**src/rtl/pc_gen_pkg.sv**
```systemverilog
// pc_gen_pkg: shared widths, reset PC, branch-history counter encoding and
// the saturating counter step used by the branch history table.
package pc_gen_pkg;

    localparam int          XLEN             = 32;
    localparam int          PC_WIDTH         = 32;
    localparam logic [31:0] RESET_PC_DEFAULT = 32'h8000_0000;

    // 2-bit saturating counter states; bit 1 set means "predict taken".
    typedef enum logic [1:0] {
        BHT_SNT = 2'd0,
        BHT_WNT = 2'd1,
        BHT_WT  = 2'd2,
        BHT_ST  = 2'd3
    } bht_cnt_e;

    // One training step: move toward the observed outcome, clamp at the ends.
    function automatic bht_cnt_e bht_next(input bht_cnt_e cur, input logic taken);
        bht_cnt_e nxt;
        nxt = cur;
        if (taken) begin
            if (cur != BHT_ST) nxt = bht_cnt_e'(cur + 2'd1);
        end else begin
            if (cur != BHT_SNT) nxt = bht_cnt_e'(cur - 2'd1);
        end
        return nxt;
    endfunction

endpackage

```
**src/rtl/pc_gen_if.sv**
```systemverilog
// pc_gen_if: bundle of fetch mini-decode, execute feedback and fetch-PC
// signals around the PC generator.
//   master : fetch/decode/execute side (drives jump, stall, redirect, training)
//   slave  : pc_gen (drives F_PC_o, F_pred_taken_o, mispredict_cnt_o)
// There is no valid/ready handshake: D_stall_i is a level hold request, and
// E_redirect_i / E_branch_valid_i are single-cycle qualifiers sampled on
// every rising clock edge.
interface pc_gen_if;
    import pc_gen_pkg::*;

    logic                F_jmp_sel_i;
    logic                F_jmp_is_branch_i;
    logic [PC_WIDTH-1:0] F_jmp_i;
    logic                D_stall_i;
    logic                E_redirect_i;
    logic [PC_WIDTH-1:0] E_redirect_pc_i;
    logic                E_branch_valid_i;
    logic [PC_WIDTH-1:0] E_branch_pc_i;
    logic                E_branch_taken_i;
    logic [PC_WIDTH-1:0] F_PC_o;
    logic                F_pred_taken_o;
    logic [31:0]         mispredict_cnt_o;

    modport master (
        output F_jmp_sel_i, F_jmp_is_branch_i, F_jmp_i, D_stall_i,
               E_redirect_i, E_redirect_pc_i,
               E_branch_valid_i, E_branch_pc_i, E_branch_taken_i,
        input  F_PC_o, F_pred_taken_o, mispredict_cnt_o
    );

    modport slave (
        input  F_jmp_sel_i, F_jmp_is_branch_i, F_jmp_i, D_stall_i,
               E_redirect_i, E_redirect_pc_i,
               E_branch_valid_i, E_branch_pc_i, E_branch_taken_i,
        output F_PC_o, F_pred_taken_o, mispredict_cnt_o
    );

endinterface

```
**src/rtl/pc_gen_bht.sv**
```systemverilog
// pc_gen_bht: branch history table of ENTRIES 2-bit saturating counters.
//   clk_i, rst_n_i : clock, async active-low reset (all counters -> weak-NT)
//   rd_idx_i       : combinational lookup index
//   rd_cnt_o       : counter at rd_idx_i (pre-update value, no bypass)
//   upd_en_i       : train the counter at upd_idx_i this cycle
//   upd_idx_i      : index to train
//   upd_taken_i    : resolved outcome
module pc_gen_bht
    import pc_gen_pkg::*;
#(
    parameter int ENTRIES = 16,
    parameter int IDX_W   = $clog2(ENTRIES)
) (
    input  logic             clk_i,
    input  logic             rst_n_i,
    input  logic [IDX_W-1:0] rd_idx_i,
    output bht_cnt_e         rd_cnt_o,
    input  logic             upd_en_i,
    input  logic [IDX_W-1:0] upd_idx_i,
    input  logic             upd_taken_i
);

    bht_cnt_e cnt_q [ENTRIES];

    // Read is the registered value, so a same-cycle update to the same
    // index becomes visible only from the next cycle.
    assign rd_cnt_o = cnt_q[rd_idx_i];

    always_ff @(posedge clk_i or negedge rst_n_i) begin
        if (!rst_n_i) begin
            for (int i = 0; i < ENTRIES; i++) cnt_q[i] <= BHT_WNT;
        end else if (upd_en_i) begin
            cnt_q[upd_idx_i] <= bht_next(cnt_q[upd_idx_i], upd_taken_i);
        end
    end

endmodule

```
**src/rtl/pc_gen.sv**
```systemverilog
// pc_gen: fetch PC register and next-PC selection.
//   clk_i, rst_n_i : clock, async active-low reset
//   bus (slave)    : mini-decode jump info, stall, execute redirect and
//                    branch training in; fetch PC, prediction flag and
//                    mispredict count out
// Next-PC priority: redirect > stall (hold) > predicted jump > PC+4.
module pc_gen
    import pc_gen_pkg::*;
#(
    parameter logic [PC_WIDTH-1:0] RESET_PC    = RESET_PC_DEFAULT,
    parameter int                  BHT_ENTRIES = 16
) (
    input logic     clk_i,
    input logic     rst_n_i,
    pc_gen_if.slave bus
);

    localparam int IDX_W = $clog2(BHT_ENTRIES);

    logic [PC_WIDTH-1:0] pc_q;
    logic [PC_WIDTH-1:0] pc_d;
    logic [31:0]         mis_cnt_q;
    bht_cnt_e            lookup_cnt;
    logic                pred_taken;

    pc_gen_bht #(
        .ENTRIES (BHT_ENTRIES),
        .IDX_W   (IDX_W)
    ) u_bht (
        .clk_i       (clk_i),
        .rst_n_i     (rst_n_i),
        .rd_idx_i    (pc_q[2 +: IDX_W]),
        .rd_cnt_o    (lookup_cnt),
        .upd_en_i    (bus.E_branch_valid_i),
        .upd_idx_i   (bus.E_branch_pc_i[2 +: IDX_W]),
        .upd_taken_i (bus.E_branch_taken_i)
    );

    // jal is always taken; a conditional branch follows the counter's MSB.
    // Redirect or stall suppresses the prediction since the target won't be used.
    always_comb begin
        pred_taken = bus.F_jmp_sel_i
                   & (~bus.F_jmp_is_branch_i | lookup_cnt[1])
                   & ~bus.E_redirect_i & ~bus.D_stall_i;
    end

    always_comb begin
        pc_d = pc_q + PC_WIDTH'(4);
        if (bus.E_redirect_i)   pc_d = bus.E_redirect_pc_i;
        else if (bus.D_stall_i) pc_d = pc_q;
        else if (pred_taken)    pc_d = bus.F_jmp_i;
    end

    always_ff @(posedge clk_i or negedge rst_n_i) begin
        if (!rst_n_i) begin
            pc_q      <= RESET_PC;
            mis_cnt_q <= '0;
        end else begin
            pc_q <= pc_d;
            if (bus.E_redirect_i) mis_cnt_q <= mis_cnt_q + 32'd1;
        end
    end

    assign bus.F_PC_o           = pc_q;
    assign bus.F_pred_taken_o   = pred_taken;
    assign bus.mispredict_cnt_o = mis_cnt_q;

endmodule

```
**src/flat_wrapper.sv**
```systemverilog
// flat-port wrapper written by rule: the top's interface ports become plain ports
module pc_gen_flat import pc_gen_pkg::*;
#(
    parameter logic [PC_WIDTH-1:0] RESET_PC    = RESET_PC_DEFAULT,
    parameter int                  BHT_ENTRIES = 16
)
  (clk_i, rst_n_i, bus_F_jmp_sel_i, bus_F_jmp_is_branch_i, bus_F_jmp_i, bus_D_stall_i, bus_E_redirect_i, bus_E_redirect_pc_i, bus_E_branch_valid_i, bus_E_branch_pc_i, bus_E_branch_taken_i, bus_F_PC_o, bus_F_pred_taken_o, bus_mispredict_cnt_o);
  pc_gen_if bus_i ();
  input logic clk_i;
  input logic rst_n_i;
  input wire logic [$bits(bus_i.F_jmp_sel_i)-1:0] bus_F_jmp_sel_i;
  input wire logic [$bits(bus_i.F_jmp_is_branch_i)-1:0] bus_F_jmp_is_branch_i;
  input wire logic [$bits(bus_i.F_jmp_i)-1:0] bus_F_jmp_i;
  input wire logic [$bits(bus_i.D_stall_i)-1:0] bus_D_stall_i;
  input wire logic [$bits(bus_i.E_redirect_i)-1:0] bus_E_redirect_i;
  input wire logic [$bits(bus_i.E_redirect_pc_i)-1:0] bus_E_redirect_pc_i;
  input wire logic [$bits(bus_i.E_branch_valid_i)-1:0] bus_E_branch_valid_i;
  input wire logic [$bits(bus_i.E_branch_pc_i)-1:0] bus_E_branch_pc_i;
  input wire logic [$bits(bus_i.E_branch_taken_i)-1:0] bus_E_branch_taken_i;
  output wire logic [$bits(bus_i.F_PC_o)-1:0] bus_F_PC_o;
  output wire logic [$bits(bus_i.F_pred_taken_o)-1:0] bus_F_pred_taken_o;
  output wire logic [$bits(bus_i.mispredict_cnt_o)-1:0] bus_mispredict_cnt_o;
  assign bus_i.F_jmp_sel_i = bus_F_jmp_sel_i;
  assign bus_i.F_jmp_is_branch_i = bus_F_jmp_is_branch_i;
  assign bus_i.F_jmp_i = bus_F_jmp_i;
  assign bus_i.D_stall_i = bus_D_stall_i;
  assign bus_i.E_redirect_i = bus_E_redirect_i;
  assign bus_i.E_redirect_pc_i = bus_E_redirect_pc_i;
  assign bus_i.E_branch_valid_i = bus_E_branch_valid_i;
  assign bus_i.E_branch_pc_i = bus_E_branch_pc_i;
  assign bus_i.E_branch_taken_i = bus_E_branch_taken_i;
  assign bus_F_PC_o = bus_i.F_PC_o;
  assign bus_F_pred_taken_o = bus_i.F_pred_taken_o;
  assign bus_mispredict_cnt_o = bus_i.mispredict_cnt_o;
  pc_gen #(.RESET_PC(RESET_PC), .BHT_ENTRIES(BHT_ENTRIES)) u_core (.clk_i(clk_i), .rst_n_i(rst_n_i), .bus(bus_i));
endmodule
```
**config.mk**
```make
export PLATFORM = sky130hd
export DESIGN_NAME = pc_gen_flat
export DESIGN_NICKNAME = d
export VERILOG_FILES = /design/src/rtl/pc_gen_pkg.sv /design/src/rtl/pc_gen_if.sv /design/src/rtl/pc_gen_bht.sv /design/src/rtl/pc_gen.sv /design/src/flat_wrapper.sv
export SDC_FILE = /design/constraint.sdc
export NUM_CORES = 1
export LEC_CHECK = 0
export CORE_UTILIZATION = 50
export DETAILED_ROUTE_END_ITERATION = 8
export PLACE_DENSITY = 0.84
export SLEW_MARGIN = 20
export SYNTH_ARGS = -nofsm -noshare
export SYNTH_HDL_FRONTEND = slang
export SYNTH_HIERARCHICAL = 1
export SYNTH_SLANG_ARGS = --single-unit
```
**constraint.sdc**
```tcl
create_clock -name clk_i -period 8.2 [get_ports clk_i]
set_input_delay 1.64 -clock clk_i [delete_from_list [all_inputs] [get_ports clk_i]]
set_output_delay 1.64 -clock clk_i [all_outputs]
set_load 0.05 [all_outputs]
```
==> results of run 1 <==
-- registers in the layout (all words and copies together), names as in the netlist --
signal and cells:
u_core/bus.mispredict_cnt_o 32, u_core/bus.F_PC_o 32, u_core/u_bht/cnt_q 32
-- routing by layer --
| layer | GRT usage [%] | wire (um) | up-vias |
|---|---|---|---|
| met3 | 4.96 | 1340 | 34 |
| met5 | 0 | 0 | - |
| met2 | 44.4 | 7470 | 253 |
| met4 | 10.2 | 382 | 0 |
| li1 | - | - | 2360 |
| met1 | 34.3 | 6520 | 2455 |
-- stage by stage --
step           setup WS (ns)  hold slack, ns  power [W]
3_5_place_dp            2.69           0.462    0.00123
4_1_cts                 2.67           0.472    0.00163
2_1_floorplan           3.48           0.448    0.00103
5_1_grt                 2.54           0.488    0.00170
6_report                2.65           0.470    0.00163
3_3_place_gp            2.70           0.458    0.00120
-- path summary, 6_finish.rpt --
kind	end	from
worst max-delay path	bus_F_pred_taken_o	bus_D_stall_i
worst min-delay path	u_core/bus.mispredict_cnt_o[31]	u_core/bus.mispredict_cnt_o[31]
worst max register to register	u_core/bus.F_PC_o[8]	u_core/bus.F_PC_o[2]
worst min register to register	u_core/bus.mispredict_cnt_o[31]	u_core/bus.mispredict_cnt_o[31]
max in group asynchronous	u_core/bus.F_PC_o[8]	rst_n_i
min in group asynchronous	u_core/bus.F_PC_o[6]	rst_n_i
-- cells in the final DEF, fill, tap and decap left out, drive strengths merged, types with 9 or more instances in the layout --
cell type / count
o21ai: 30
mux2i: 12
dfstp: 17
mux2: 21
nor3: 9
dfrtp: 79
clkdlybuf4s50: 138
and3: 13
nand3: 20
nand4: 23
inv: 9
mux4: 13
nor2b: 13
nor2: 43
xnor2: 27
nand2: 71
a21oi: 30
clkbuf: 11
-- final cells by class --
cell class                      instances  area, um2
Fill cell                             852       3560
Multi-Input combinational cell        432       3070
Sequential cell                        96       2420
Timing Repair Buffer                  145       1430
Clock buffer                           11        243
Tap cell                              140        175
Clock inverter                          5       41.3
Inverter                                8       30.0
Antenna cell                            1       2.50
-- power by group through the flow --
| stage | logic [W] | clock network (W) | registers [W] |
|---|---|---|---|
| after detailed placement | 0.000540 | 0 | 0.000687 |
| after CTS | 0.000543 | 0.000409 | 0.000680 |
| final | 0.000545 | 0.000401 | 0.000682 |
| after floorplan | 0.000245 | 0 | 0.000784 |
| after global routing | 0.000578 | 0.000428 | 0.000696 |
| after global placement | 0.000526 | 0 | 0.000677 |
==> metrics.txt, run 1 <==
status=finished, final reports clean; Synth Cell Area=0.00569 mm2; critical path type=input port to output port; Post CTS Setup Buffer Count=0; placer congestion estimate=0.937; Crit path max-delay family=buffers and inverters; fin crit share=67.6%; worst r2r path cells=8; initial antenna violation count=1; clock power share=24.6%; final net count=798; Via density=6.09; WHS Path Cells=1; PostCTS Resize Cnt=0; clock skew=0.0152 ns; root cell of the clock tree=clkbuf_16; post-DR wirelength/cell=18.8 um; CTS clk-pin slew, worst paths=0.07 ns; TritonCTS clock tree=built; final WL=15.7 mm; Avg Cell Area, Syn=10.1 um2; Sw Share=36.2%; P_int=0.00104 W; DPL Wire Length=11.1 mm; fin. max-slew vios=0; CP max FO=23; Layout area overhead=30.4%; Yosys warning total=6; crit start category=input port; Total Routing Usage GR=26.6%; vias in the first global route=4915; maxcap violations=0; Pwr Density=219 mW/mm2; I/O pins=169; cell count after synthesis=565; GRT overflow=0; Fin Setup TNS=0 ns; via count=5102; # DRC=0; CTS Sinks=96; Min Clock Period, post-route=5.55 ns; Flop pwr share=41.9%; ANT nets after route=0; syn nets=671; Max stage delay on crit path=0.91 ns; first-pass GRT wire length=24.4 mm; post-layout util=67.5%; Crit path depth=5; layout cell share with drive strength beyond 1=11.8%; Clk Latency, worst-skew pair=0.35 ns; Slew headroom=41.8%; unrepaired setup endpoints after global routing=no; Chip Height=109 um; R2R Setup Slk=4.91 ns; Clock Path Buffers=2; CP required=6.56 ns; drt pass-1 iters=5; Port Buffers=140; non-filler cells, final=838; Inst Count DP=821; fmax=0.180 GHz; Post-DP Area=0.00713 mm2; VDD IR-drop max=0.161 mV; area of the core=0.0110 mm2; Crit-path slowest cell=clkdlybuf4s50_1; largest net degree at the start of global routing=78; Setup violations, final=0; htree depth=3; Hold Path Class=flop to flop; final hold vios=0; Worst Path Buf+Inv=3; Net Sw Power=0.000589 W; Initial Util=51.8%; crit path DAT=3.91 ns; Comb power frac=33.5%; initial DRC count=382; cell mode on critical path=clkdlybuf4s50_1; CP endpoint kind=output port; Slew @ Worst Pin=0.870 ns; CTS buffer count=9; row cnt=38; DIE AREA=0.0118 mm2; Cell Chain, Critical Path=clkdlybuf4s50_1 > buf_4 > nand2b_1 > nor3_1 > clkdlybuf4s50_1; die width=109 um; cts hold-fix bufs=0; Leakage Power=2.98 nW; fin area=0.00742 mm2
Note: power is estimated with default switching activity, not from simulation.
==> run 2, diff against run 1 <==
CORE_UTILIZATION = 48   (was 50)
PLACE_DENSITY = 0.81   (was 0.84)
clock period = 5.58 ns   (was 8.2 ns; I/O delays follow)
==> run 2 against run 1 <==
  * Final area increased by 0.32%
  * Count of clock-buffer cells in the layout unchanged
  * Clock power rose by 54%
  * Largest cell class unchanged
  * Largest power group unchanged
  * Highest routed layer unchanged
==> metrics.txt, run 2 (synthesis results as in run 1) <==
area of the core=0.0115 mm2; ANT cells=0; fin crit share=81.6%; status=finished, final reports clean; Max stage delay on crit path=0.93 ns; Total Routing Usage GR=26.7%; Hold Path Class=flop to flop; cts hold-fix bufs=0; initial antenna violation count=0; Via density=6.20; R2R Setup Slk=2.25 ns; Fin Setup TNS=0 ns; critical path type=input port to output port; post-DR wirelength/cell=19.2 um; Sw Share=35.3%; maxcap violations=0; ANT nets after route=0; TritonCTS clock tree=built; root cell of the clock tree=clkbuf_16; final WL=16.1 mm; Setup violations, final=0; final net count=799; Net Sw Power=0.000855 W; unrepaired setup endpoints after global routing=no; GRT overflow=0; PostCTS Resize Cnt=0; P_int=0.00157 W; I/O pins=169; post-layout util=64.9%; placer congestion estimate=0.895; Slew headroom=42.2%; # DRC=0; commonest non-fill, non-tap cell in the layout=clkdlybuf4s50_1; Cell Chain, Critical Path=clkdlybuf4s50_1 > buf_4 > nand2b_1 > nor3_1 > clkdlybuf4s50_1; crit path DAT=3.44 ns; initial DRC count=452; CTS clk-pin slew, worst paths=0.07 ns; Initial Util=49.6%; Clock Path Buffers=2; Design Power=0.00243 W; Chip Height=111 um; CTS Sinks=96; die width=111 um; clock skew=0.00701 ns; crit start category=input port; largest net degree at the start of global routing=77; layout cell share with drive strength beyond 1=11.9%; row cnt=39; vias in the first global route=5201; Crit-path slowest cell=clkdlybuf4s50_1; clock power share=25.4%; CP max FO=23; Clk Latency, worst-skew pair=0.33 ns; Port Buffers=140; Comb power frac=33.1%; drt pass-1 iters=5; fin. max-slew vios=0; Min Clock Period, post-route=4.56 ns; CTS buffer count=9; fmax=0.220 GHz; via count=5213; DPL Wire Length=11.6 mm; Leakage Power=3.00 nW; Slew @ Worst Pin=0.865 ns; CP required=4.46 ns; CP endpoint kind=output port; Layout area overhead=30.8%; final hold vios=0; Flop pwr share=41.5%; VDD IR-drop max=0.220 mV; Pwr Density=326 mW/mm2; cell mode on critical path=clkdlybuf4s50_1; first-pass GRT wire length=26.7 mm; htree depth=3; Post CTS Setup Buffer Count=0; most frequent cells in the layout=clkdlybuf4s50_1 (138), dfrtp_1 (79), nand2_1 (71), nor2_1 (42), o21ai_0 (30); DIE AREA=0.0123 mm2
run 2: cell count changes in the layout (fill, tap and decap cells not counted), sizes merged:
cell / before / now
buf: 7 / 8
bufinv: 0 / 1
clkinv: 2 / 3
clkinvlp: 2 / 1
diode: 1 / 0
inv: 9 / 8
run 2: power groups by stage:
stage                     clock (W)  sequential [W]  combinational [W]
after floorplan                   0         0.00115           0.000360
after global placement            0        0.000994           0.000775
after detailed placement          0         0.00101           0.000796
after CTS                  0.000627         0.00100           0.000799
after global routing       0.000659         0.00103           0.000852
final                      0.000617         0.00101           0.000802
run 2: stage by stage:
stage / instances / worst slack [ns] / cell area (um2) / hold WS [ns]
6_report: 841 / 1.02 / 7440 / 0.484
5_1_grt: 841 / 0.907 / 7440 / 0.492
4_1_cts: 841 / 1.06 / 7440 / 0.481
3_5_place_dp: 825 / 1.06 / 7140 / 0.472
3_3_place_gp: 825 / 1.07 / 7140 / 0.457
2_1_floorplan: 565 / 1.62 / 5690 / 0.448
run 2: layout make-up:
class	instances	area (um2)
sequential	96	2420
inverter	8	30.0
fill	908	4030
tap	143	179
multi-input combinational	432	3070
clock inverter	5	56.3
timing repair buffer	146	1440
clock buffer	11	243
run 2: critical path, delay by kind of cell:
kind          cells  cell delay (ns)
simple gates      2             0.77
buf+inv           3             1.55
run 2: metal layers:
layer | wire [um] | vias up | track usage [%]
met5 | 0 | - | 0
met4 | 464 | 0 | 10.2
met3 | 1390 | 38 | 5.69
met2 | 7670 | 284 | 43.3
met1 | 6600 | 2533 | 35.2
li1 | - | 2358 | -
run 2: worst paths after layout:
kind / cells past startpoint / endpoint / start
worst max-delay path: 5 / bus_F_pred_taken_o / bus_D_stall_i
worst min-delay path: 2 / u_core/u_bht/cnt_q[6] / u_core/u_bht/cnt_q[6]
worst max register to register: 8 / u_core/bus.F_PC_o[8] / u_core/bus.F_PC_o[2]
worst min register to register: 2 / u_core/u_bht/cnt_q[6] / u_core/u_bht/cnt_q[6]
max in group asynchronous: 2 / u_core/u_bht/cnt_q[19] / rst_n_i
min in group asynchronous: 1 / u_core/bus.F_PC_o[6] / rst_n_i
